### config.mk
export PLATFORM = sky130hd
export DESIGN_NAME = axi4_rd_arbiter
export DESIGN_NICKNAME = d
export VERILOG_FILES = /design/src/rtl/axi_arb_pkg.sv /design/src/rtl/rr_arbiter.sv /design/src/rtl/axi4_rd_arbiter.sv
export SDC_FILE = /design/constraint.sdc
export NUM_CORES = 1
export LEC_CHECK = 0
export ABC_AREA = 1
export CORE_ASPECT_RATIO = 0.6
export CORE_UTILIZATION = 38
export CTS_CLUSTER_SIZE = 12
export DETAILED_ROUTE_END_ITERATION = 6
export GPL_ROUTABILITY_DRIVEN = 0
export PLACE_DENSITY = 0.86
export SYNTH_ARGS = -nofsm -noshare
export SYNTH_HDL_FRONTEND = slang
export SYNTH_SLANG_ARGS = --single-unit
### constraint.sdc
create_clock -name ACLK -period 5.5 [get_ports ACLK]
set_clock_uncertainty 0.2 [all_clocks]
set_input_delay 1.1 -clock ACLK [delete_from_list [all_inputs] [get_ports ACLK]]
set_output_delay 1.1 -clock ACLK [all_outputs]
set_load 0.1 [all_outputs]
### src/rtl/axi_arb_pkg.sv
// Shared types and constants for the AXI4 read-port arbiter.
package axi_arb_pkg;

   typedef enum logic [1:0] {
      IDLE = 2'd0,
      ADDR = 2'd1,
      DATA = 2'd2
   } state_e;

   localparam logic [1:0] BURST_INCR = 2'b01;
   localparam logic [1:0] RESP_OKAY  = 2'b00;

endpackage

### src/rtl/rr_arbiter.sv
// Combinational round-robin pick: first requester after last_grant, wrapping.
module rr_arbiter #(
   parameter int NM = 2,
   parameter int LW = (NM > 1) ? $clog2(NM) : 1
) (
   input  logic [NM-1:0] req,
   input  logic [LW-1:0] last_grant,
   output logic [NM-1:0] grant,
   output logic [LW-1:0] grant_idx,
   output logic          any_req
);

   logic [LW-1:0] cand_idx;

   always_comb begin
      grant     = '0;
      grant_idx = '0;
      cand_idx  = '0;
      any_req   = |req;
      for (int i = 1; i <= NM; i++) begin
         cand_idx = LW'((int'(last_grant) + i) % NM);
         if (req[cand_idx] && (grant == '0)) begin
            grant[cand_idx] = 1'b1;
            grant_idx       = cand_idx;
         end
      end
   end

endmodule

### src/rtl/axi4_rd_arbiter.sv
// Shares one AXI4 read port between NM masters, one burst in flight,
// round-robin per burst with the grant held until the RLAST beat.
module axi4_rd_arbiter
   import axi_arb_pkg::*;
#(
   parameter int NM  = 2,
   parameter int IDW = 4
) (
   input  logic              ACLK,
   input  logic              ARESET,
   input  logic [NM-1:0]     S_ARVALID,
   output logic [NM-1:0]     S_ARREADY,
   input  logic [NM*32-1:0]  S_ARADDR,
   input  logic [NM*8-1:0]   S_ARLEN,
   input  logic [NM*3-1:0]   S_ARSIZE,
   input  logic [NM*2-1:0]   S_ARBURST,
   input  logic [NM*IDW-1:0] S_ARID,
   output logic [31:0]       S_RDATA,
   output logic [1:0]        S_RRESP,
   output logic [IDW-1:0]    S_RID,
   output logic              S_RLAST,
   output logic [NM-1:0]     S_RVALID,
   input  logic [NM-1:0]     S_RREADY,
   output logic [31:0]       M_AXI_ARADDR,
   output logic [7:0]        M_AXI_ARLEN,
   output logic [2:0]        M_AXI_ARSIZE,
   output logic [1:0]        M_AXI_ARBURST,
   output logic [IDW-1:0]    M_AXI_ARID,
   output logic              M_AXI_ARVALID,
   input  logic              M_AXI_ARREADY,
   input  logic [31:0]       M_AXI_RDATA,
   input  logic [1:0]        M_AXI_RRESP,
   input  logic [IDW-1:0]    M_AXI_RID,
   input  logic              M_AXI_RLAST,
   input  logic              M_AXI_RVALID,
   output logic              M_AXI_RREADY,
   output logic              ERR_LAST
);

   localparam int LW = (NM > 1) ? $clog2(NM) : 1;

   state_e         state_q, state_d;
   logic [LW-1:0]  grant_q, grant_d;
   logic [LW-1:0]  last_grant_q, last_grant_d;
   logic           arvalid_q, arvalid_d;
   logic [31:0]    araddr_q, araddr_d;
   logic [7:0]     arlen_q, arlen_d;
   logic [2:0]     arsize_q, arsize_d;
   logic [1:0]     arburst_q, arburst_d;
   logic [IDW-1:0] arid_q, arid_d;
   logic [7:0]     beat_cnt_q, beat_cnt_d;

   logic [NM-1:0]  rr_grant;
   logic [LW-1:0]  rr_idx;
   logic           rr_any;
   logic [NM-1:0]  s_arready;
   logic [NM-1:0]  s_rvalid;
   logic           r_hs;
   logic           err_last;
   logic           in_data;

   rr_arbiter #(.NM(NM), .LW(LW)) u_rr (
      .req        (S_ARVALID),
      .last_grant (last_grant_q),
      .grant      (rr_grant),
      .grant_idx  (rr_idx),
      .any_req    (rr_any)
   );

   always_comb begin
      state_d      = state_q;
      grant_d      = grant_q;
      last_grant_d = last_grant_q;
      arvalid_d    = arvalid_q;
      araddr_d     = araddr_q;
      arlen_d      = arlen_q;
      arsize_d     = arsize_q;
      arburst_d    = arburst_q;
      arid_d       = arid_q;
      beat_cnt_d   = beat_cnt_q;
      s_arready    = '0;
      s_rvalid     = '0;
      r_hs         = 1'b0;
      err_last     = 1'b0;
      case (state_q)
         IDLE: begin
            if (rr_any) begin
               s_arready = rr_grant;
               grant_d   = rr_idx;
               arvalid_d = 1'b1;
               state_d   = ADDR;
               for (int m = 0; m < NM; m++) begin
                  if (rr_idx == LW'(m)) begin
                     araddr_d  = S_ARADDR[32*m +: 32];
                     arlen_d   = S_ARLEN[8*m +: 8];
                     arsize_d  = S_ARSIZE[3*m +: 3];
                     arburst_d = S_ARBURST[2*m +: 2];
                     arid_d    = S_ARID[IDW*m +: IDW];
                  end
               end
            end
         end
         ADDR: begin
            if (M_AXI_ARREADY) begin
               arvalid_d  = 1'b0;
               beat_cnt_d = '0;
               state_d    = DATA;
            end
         end
         DATA: begin
            s_rvalid[grant_q] = M_AXI_RVALID;
            r_hs = M_AXI_RVALID && S_RREADY[grant_q];
            if (r_hs) begin
               beat_cnt_d = beat_cnt_q + 8'd1;
               // Length mismatch is flagged but only RLAST ends the burst.
               err_last   = M_AXI_RLAST ^ (beat_cnt_q == arlen_q);
               if (M_AXI_RLAST) begin
                  last_grant_d = grant_q;
                  state_d      = IDLE;
               end
            end
         end
         default: state_d = IDLE;
      endcase
   end

   always_ff @(posedge ACLK or posedge ARESET) begin
      if (ARESET) begin
         state_q      <= IDLE;
         grant_q      <= '0;
         last_grant_q <= LW'(NM - 1);
         arvalid_q    <= 1'b0;
         araddr_q     <= '0;
         arlen_q      <= '0;
         arsize_q     <= '0;
         arburst_q    <= '0;
         arid_q       <= '0;
         beat_cnt_q   <= '0;
      end else begin
         state_q      <= state_d;
         grant_q      <= grant_d;
         last_grant_q <= last_grant_d;
         arvalid_q    <= arvalid_d;
         araddr_q     <= araddr_d;
         arlen_q      <= arlen_d;
         arsize_q     <= arsize_d;
         arburst_q    <= arburst_d;
         arid_q       <= arid_d;
         beat_cnt_q   <= beat_cnt_d;
      end
   end

   // R payload is zeroed outside DATA so reset leaves every output at 0.
   assign in_data       = (state_q == DATA);
   assign S_ARREADY     = ARESET ? '0 : s_arready;
   assign S_RVALID      = s_rvalid;
   assign S_RDATA       = in_data ? M_AXI_RDATA : '0;
   assign S_RRESP       = in_data ? M_AXI_RRESP : '0;
   assign S_RID         = in_data ? M_AXI_RID   : '0;
   assign S_RLAST       = in_data ? M_AXI_RLAST : 1'b0;
   assign M_AXI_RREADY  = in_data && S_RREADY[grant_q];
   assign ERR_LAST      = err_last;
   assign M_AXI_ARVALID = arvalid_q;
   assign M_AXI_ARADDR  = araddr_q;
   assign M_AXI_ARLEN   = arlen_q;
   assign M_AXI_ARSIZE  = arsize_q;
   assign M_AXI_ARBURST = arburst_q;
   assign M_AXI_ARID    = arid_q;

endmodule
==> reports/metrics.cfg, run 1 <==
[synth]
seq_area_frac_synth_pct=45.0
synth.cells.most_frequent=97 x sky130_fd_sc_hd__nor2_1, 87 x sky130_fd_sc_hd__nand2_1, 78 x sky130_fd_sc_hd__o21ai_1, 61 x sky130_fd_sc_hd__dfrtp_1, 59 x sky130_fd_sc_hd__inv_1
multiplexer_area_fraction_after_synthesis_pct=0
post_synth_instance_area_sq_um=3450
ys.flop_type=sky130_fd_sc_hd__dfrtp_1
synth_compound_area_share_pct=18.5
dominant_cells_by_area_after_synthesis=sky130_fd_sc_hd__dfrtp_1 44%, sky130_fd_sc_hd__o21ai_1 11%, sky130_fd_sc_hd__nor2_1 11%
yosys.area_share.xor_xnor_pct=1.52
largest_family_of_logic_cells_by_synthesized_area=simple AND/OR/NAND/NOR gates
synthDominantCellAreaShare_pct=44.2
netlist-cell-type-count=29
synth_largest_area_cell=sky130_fd_sc_hd__dfrtp_1
synth-edff-count=0
yosys_register_bits=62
ys.warnings.count=0
synthSimpleGateAreaFrac_pct=22.4
syn-instance-count=467
asyncSetResetFlopFracSynth_pct=100
synthAdderAreaFrac_pct=0.362
postSynthAreaPerCell_sq_um=7.39
postSynthNetCount=613
post-synth-top-count-cell=sky130_fd_sc_hd__nor2_1

[finish]
drive_above_1_share_pct=7.28
insertedDiodeCount=0
post_route_insts_no_fill=813
area_growth_syn_to_layout_pct=78.3
nets_final=843
finish.instance_area_sq_um=6160

[sta]
final_hold_viol_count=0
max_freq_mhz=237
totalNegativeSetupSlack_ns=0
post_route_clock_period_utilization_pct=76.7
fin_hold_ws_ns=0.288
actual_slew_at_the_worst_max_slew_pin_ns=1.02
final-max-slew-violation-count=0
worst_slew_margin_rel_pct=32.1
rsz0062_at_grt=no
final-setup-viol-count=0
post-route-min-period_ns=4.22

[floorplanning]
design.die.area_sq_um=9490
dieHeight_um=75.8
core_sq_um=8650
core.rowCount=26
pin_count=240
die-width_um=125
starting_utilization_of_the_core_area_pct=39.9

[worst_hold_path]
hold_class=reg -> reg

[grt]
initial_antenna_violation_count=0
gr-usage-all-layers_pct=24.3
grt.overflow.total=0
grt_first_pass_wirelength_mm=17.9
maximum_number_of_pins_on_one_net_before_global_route_repair=50
first_global_vias=3714

[power]
power-per-cell-area_nw_per_um2=730
share_clk_of_total_power_pct=12.8
power.share.sequential_pct=17.7
vdd.ir_drop.worst_uv=364
netSwitchingFraction_pct=60.8
internal_power_mw=1.76
p_comb_share_pct=69.5
report.power.total_mw=4.49
switching_power_mw=2.73
static-leakage-power_nw=2.75

[detailed_routing]
vias_per_cell=4.74
drt_pre_antenna_iters=7
num_vias=3854
detail_route.iter0.violations=247
drc_errors=26
totalWireLength_mm=11.8
antenna_left=0
detail_route.wl_per_cell_um=14.5

[worst_setup_path]
critical_path_source_type=input pin
worst_ep_required_time_ns=4.20
crit_chain=clkdlybuf4s50_1 > inv_1 > nor2_1 > clkdlybuf4s50_1
slowest_delay_ns=1.18
critical-path-slowest-cell=sky130_fd_sc_hd__clkdlybuf4s50_1
crit_path_end_kind=output port
critical_path_arrival_ns=2.92
critical_path_class=in -> out
worst_path_dominant_cell_family=buffers and inverters
path_max_fanout=1
critical_path_buf_inv_count=3
critical-path-top-cell-by-count=sky130_fd_sc_hd__clkdlybuf4s50_1

[clock_tree]
cts_inserted_buffers=9
hold_buffers=0
clock_buffer_depth=2
cts.reportedPaths.clkPinSlew_ns=0.05
postCtsSetupBuffers=0
clkSinkCount=62
clock_tree.root_cell=sky130_fd_sc_hd__clkbuf_16
cts_tree=built
cts_repair_resize_count=0
h-tree-depth=3
clk_latency_ns=0.32

[outcome]
failed_checks=DRC
status=complete, but fails checks

[placement]
placement.cell_area_sq_um=5850
dp.cells=798
place.port_buffers=239
dpl.hpwl_mm=8.78

[job]
cap_violations=0

-- cell families after synthesis --
family          Yosys count
compound gates          113
simple gates            196
fa+ha+maj                 1
buf+inv                  89
xor+xnor                  6
flops                    62
-- path summary, 6_finish.rpt --
path                            slack (ns)            start  cells after the start                to
worst max-delay path                  1.28  M_AXI_RDATA[10]                      4       S_RDATA[10]
worst min-delay path                  0.29    M_AXI_ARVALID                      2     M_AXI_ARVALID
worst max register to register        3.33       state_q[0]                      7     beat_cnt_q[2]
worst min register to register        0.29    M_AXI_ARVALID                      2     M_AXI_ARVALID
max in group asynchronous             3.19           ARESET                      3     beat_cnt_q[6]
min in group asynchronous             1.06           ARESET                      2  M_AXI_ARADDR[26]
-- power by group through the flow --
stage               Clock [mW]  Sequential, mW  Combinational, mW
detailed placement           0           0.799               3.13
global route             0.603           0.818               3.25
floorplan                    0            2.12               1.09
global placement             0           0.787               3.10
CTS                      0.587           0.795               3.14
finish                   0.575           0.797               3.12
-- cell usage in the layout (no fill, tap or decap) --
cell / netlist / routed
sky130_fd_sc_hd__dfrtp_1: 61 / 61
sky130_fd_sc_hd__bufinv_16: 0 / 1
sky130_fd_sc_hd__o31ai_1: 1 / 1
sky130_fd_sc_hd__clkdlybuf4s50_1: 0 / 233
sky130_fd_sc_hd__nand2_1: 87 / 87
sky130_fd_sc_hd__clkinvlp_4: 0 / 1
sky130_fd_sc_hd__xor2_1: 3 / 3
sky130_fd_sc_hd__o21ai_4: 0 / 1
sky130_fd_sc_hd__clkbuf_8: 0 / 3
sky130_fd_sc_hd__nand3_1: 4 / 4
sky130_fd_sc_hd__a21oi_4: 1 / 1
sky130_fd_sc_hd__nand4_4: 1 / 1
sky130_fd_sc_hd__inv_2: 6 / 7
sky130_fd_sc_hd__clkinv_2: 0 / 1
sky130_fd_sc_hd__a2111oi_2: 0 / 1
sky130_fd_sc_hd__nor3_1: 3 / 3
sky130_fd_sc_hd__a22oi_1: 1 / 1
sky130_fd_sc_hd__nor2_1: 97 / 97
sky130_fd_sc_hd__o21ai_1: 78 / 78
sky130_fd_sc_hd__nand2_2: 2 / 2
sky130_fd_sc_hd__o21ai_2: 12 / 11
sky130_fd_sc_hd__xnor2_1: 3 / 3
sky130_fd_sc_hd__clkbuf_16: 0 / 9
sky130_fd_sc_hd__nand4_1: 1 / 1
sky130_fd_sc_hd__o21ai_0: 12 / 12
sky130_fd_sc_hd__dfstp_2: 1 / 1
sky130_fd_sc_hd__buf_4: 2 / 9
sky130_fd_sc_hd__inv_1: 59 / 58
sky130_fd_sc_hd__nor2_2: 1 / 1
sky130_fd_sc_hd__buf_12: 1 / 1
sky130_fd_sc_hd__o22ai_1: 7 / 7
sky130_fd_sc_hd__ha_1: 1 / 1
-- metal layers --
layer / wire, um / up-vias / GRT usage (%)
met5: 0 / - / 0
met4: 173 / 0 / 8.27
met1: 5170 / 1765 / 30.5
met2: 5650 / 148 / 42.0
met3: 790 / 15 / 6.04
li1: - / 1926 / -
-- flip-flops by register name (all words and copies together), names as in the netlist, 2 cells and up --
register and cells:
M_AXI_ARBURST 2, state_q 2, M_AXI_ARSIZE 3, M_AXI_ARID 4
M_AXI_ARLEN 8, beat_cnt_q 8, M_AXI_ARADDR 32
-- stage by stage --
step	utilization [%]	worst slack, ns
floorplan	-	1.00
global placement	67.6	1.30
detailed placement	67.6	1.31
CTS	71.1	1.31
global route	71.1	1.23
finish	71.1	1.28
-- area by class of cell --
class                           count  area [sq um]
Fill cell                         653          2500
Sequential cell                    62          1550
Inverter                           65           244
Multi-Input combinational cell    316          1490
Tap cell                          112           140
Clock inverter                      3          42.5
Clock buffer                       12           267
Timing Repair Buffer              243          2420
-- worst min-delay path: stages, from the launching register on --
cell	delay (ns)
sky130_fd_sc_hd__dfrtp_1	0.34
sky130_fd_sc_hd__nand2_1	0.06
sky130_fd_sc_hd__nand2_1	0.06
Note: power is estimated with default switching activity, not from simulation.
==> inputs of run 2 (changes only) <==
--- a/config.mk
+++ b/config.mk
@@ -7,11 +7,11 @@
 export LEC_CHECK = 0
 export ABC_AREA = 1
 export CORE_ASPECT_RATIO = 0.6
-export CORE_UTILIZATION = 38
+export CORE_UTILIZATION = 36
 export CTS_CLUSTER_SIZE = 12
 export DETAILED_ROUTE_END_ITERATION = 6
 export GPL_ROUTABILITY_DRIVEN = 0
-export PLACE_DENSITY = 0.86
+export PLACE_DENSITY = 0.82
 export SYNTH_ARGS = -nofsm -noshare
 export SYNTH_HDL_FRONTEND = slang
 export SYNTH_SLANG_ARGS = --single-unit
==> constraint.sdc (replaced) <==
create_clock -name ACLK -period 4.3 [get_ports ACLK]
set_clock_uncertainty 0.2 [all_clocks]
set_input_delay 0.86 -clock ACLK [delete_from_list [all_inputs] [get_ports ACLK]]
set_output_delay 0.86 -clock ACLK [all_outputs]
set_load 0.1 [all_outputs]
==> reports/metrics.cfg, run 2 (synthesized netlist as in run 1, its figures left out) <==
[worst_hold_path]
hold_class=reg -> reg  ; unchanged

[worst_setup_path]
critical_path_class=reg -> out  ; was in -> out
worst_ep_required_time_ns=3.24  ; was 4.20 ns
path_max_fanout=44  ; was 1
crit_path_end_kind=output port  ; unchanged
critical_path_source_type=register  ; was input pin
critical_path_arrival_ns=2.31  ; was 2.92 ns

[finish]
largest_reg_flops=32  ; unchanged
area_growth_syn_to_layout_pct=75.1  ; was 78.3%
nets_final=843  ; unchanged
insertedDiodeCount=0  ; unchanged
final_core_utilization_pct=65.3  ; was 71.1%
layout.cells.most_common=sky130_fd_sc_hd__clkdlybuf4s50_1  ; unchanged
drive_above_1_share_pct=12.8  ; was 7.28%
layout_common_cells=194 x sky130_fd_sc_hd__clkdlybuf4s50_1, 97 x sky130_fd_sc_hd__nor2_1, 87 x sky130_fd_sc_hd__nand2_1, 78 x sky130_fd_sc_hd__o21ai_1, 61 x sky130_fd_sc_hd__dfrtp_1  ; was 233 x sky130_fd_sc_hd__clkdlybuf4s50_1, 97 x sky130_fd_sc_hd__nor2_1, 87 x sky130_fd_sc_hd__nand2_1, 78 x sky130_fd_sc_hd__o21ai_1, 61 x sky130_fd_sc_hd__dfrtp_1

[grt]
maximum_number_of_pins_on_one_net_before_global_route_repair=56  ; was 50
global_route.usage.met3_pct=6.28  ; was 6.04%
grt_first_pass_wirelength_mm=18.6  ; was 17.9 mm
first_global_vias=3787  ; was 3714
gr-usage-all-layers_pct=23.8  ; was 24.3%
globalRouteMet1Util_pct=31.4  ; was 30.5%
global_route.peak_usage_layer=met2  ; unchanged
grt.overflow.total=0  ; unchanged
initial_antenna_violation_count=0  ; unchanged
groute.layer.met2.usage_pct=38.8  ; was 42.0%

[sta]
final_hold_viol_count=0  ; unchanged
final-setup-viol-count=0  ; unchanged
rsz0062_at_grt=no  ; unchanged
post-route-min-period_ns=3.37
actual_slew_at_the_worst_max_slew_pin_ns=1.01  ; was 1.02 ns
post_route_clock_period_utilization_pct=78.5
totalNegativeSetupSlack_ns=0  ; unchanged
final-max-slew-violation-count=0  ; unchanged
max_freq_mhz=296
worst_slew_margin_rel_pct=32.4  ; was 32.1%

[detailed_routing]
detail_route.iter0.violations=182  ; was 247
antenna_left=0  ; unchanged
vias_per_cell=4.68  ; was 4.74
detail_route.wl_per_cell_um=14.2  ; was 14.5 um
num_vias=3885  ; was 3854
totalWireLength_mm=11.8  ; about the same
drc_errors=0  ; was 26
drt_pre_antenna_iters=5  ; was 7

[floorplanning]
starting_utilization_of_the_core_area_pct=37.3  ; was 39.9%
core.rowCount=27  ; was 26
design.die.area_sq_um=10000  ; was 9490 sq um
pin_count=240  ; unchanged
core_sq_um=9260  ; was 8650 sq um
die-width_um=128  ; was 125 um
dieHeight_um=77.9  ; was 75.8 um

[clock_tree]
hold_buffers=0  ; unchanged
postCtsSetupBuffers=0  ; unchanged
cts.reportedPaths.clkPinSlew_ns=0.05  ; about the same
clkSinkCount=62  ; unchanged
cts_repair_resize_count=0  ; unchanged
clk_latency_ns=0.31  ; was 0.32 ns
clock_tree.root_cell=sky130_fd_sc_hd__clkbuf_16  ; unchanged
h-tree-depth=3  ; unchanged
cts_inserted_buffers=9  ; unchanged
cts_tree=built  ; unchanged
clock_buffer_depth=2  ; unchanged

[placement]
place.port_buffers=239  ; unchanged
dpl.hpwl_mm=8.83  ; was 8.78 mm

[outcome]
status=finished, final reports clean  ; was complete, but fails checks

[job]
cap_violations=0  ; unchanged

## run 2: stage by stage
stage          hold WS, ns  area (sq um)  std cells  worst slack [ns]
4_1_cts              0.286          6050        831             0.925
2_1_floorplan        0.265          3460        467             0.281
6_report             0.283          6050        831             0.926
5_1_grt              0.322          6050        831             0.718
3_3_place_gp         0.267          5770        816              1.03
3_5_place_dp         0.271          5770        816              1.02
## run 2: path summary, 6_finish.rpt
| path | start | end | slack, ns | depth (start not counted) |
|---|---|---|---|---|
| max | state_q[0] | ERR_LAST | 0.93 | 8 |
| min reg2reg | M_AXI_ARVALID | M_AXI_ARVALID | 0.28 | 2 |
| max in group asynchronous | ARESET | M_AXI_ARADDR[28] | 2.04 | 3 |
| min in group asynchronous | ARESET | M_AXI_ARID[2] | 1.04 | 2 |
| min | M_AXI_ARVALID | M_AXI_ARVALID | 0.28 | 2 |
| max reg2reg | state_q[0] | beat_cnt_q[7] | 2.16 | 8 |
## run 2: final cells by class
cell class | instances | area [sq um]
Multi-Input combinational cell | 316 | 1490
Tap cell | 130 | 163
Clock buffer | 11 | 253
Sequential cell | 62 | 1550
Fill cell | 800 | 3210
Timing Repair Buffer | 243 | 2320
Clock inverter | 4 | 22.5
Inverter | 65 | 244
## run 2: critical path: stages (launching register included)
cell and delay [ns]:
sky130_fd_sc_hd__dfrtp_1 0.38, sky130_fd_sc_hd__inv_1 0.10, sky130_fd_sc_hd__nand2_2 0.43, sky130_fd_sc_hd__inv_2 0.31, sky130_fd_sc_hd__nand4_4 0.18, sky130_fd_sc_hd__inv_2 0.12, sky130_fd_sc_hd__nand2_1 0.06, sky130_fd_sc_hd__nor2_1 0.10
sky130_fd_sc_hd__buf_4 0.30
## run 2: metal layers
layer,up-vias,part of all wire (%)
met4,0,0.75
met1,1792,46
met3,7,7.6
met2,157,46
li1,1929,-
met5,-,0
Power of run 2 is left out: the tool's default activity adds up to more than one toggle a clock period on the data nets, which glitch-free logic cannot reach.
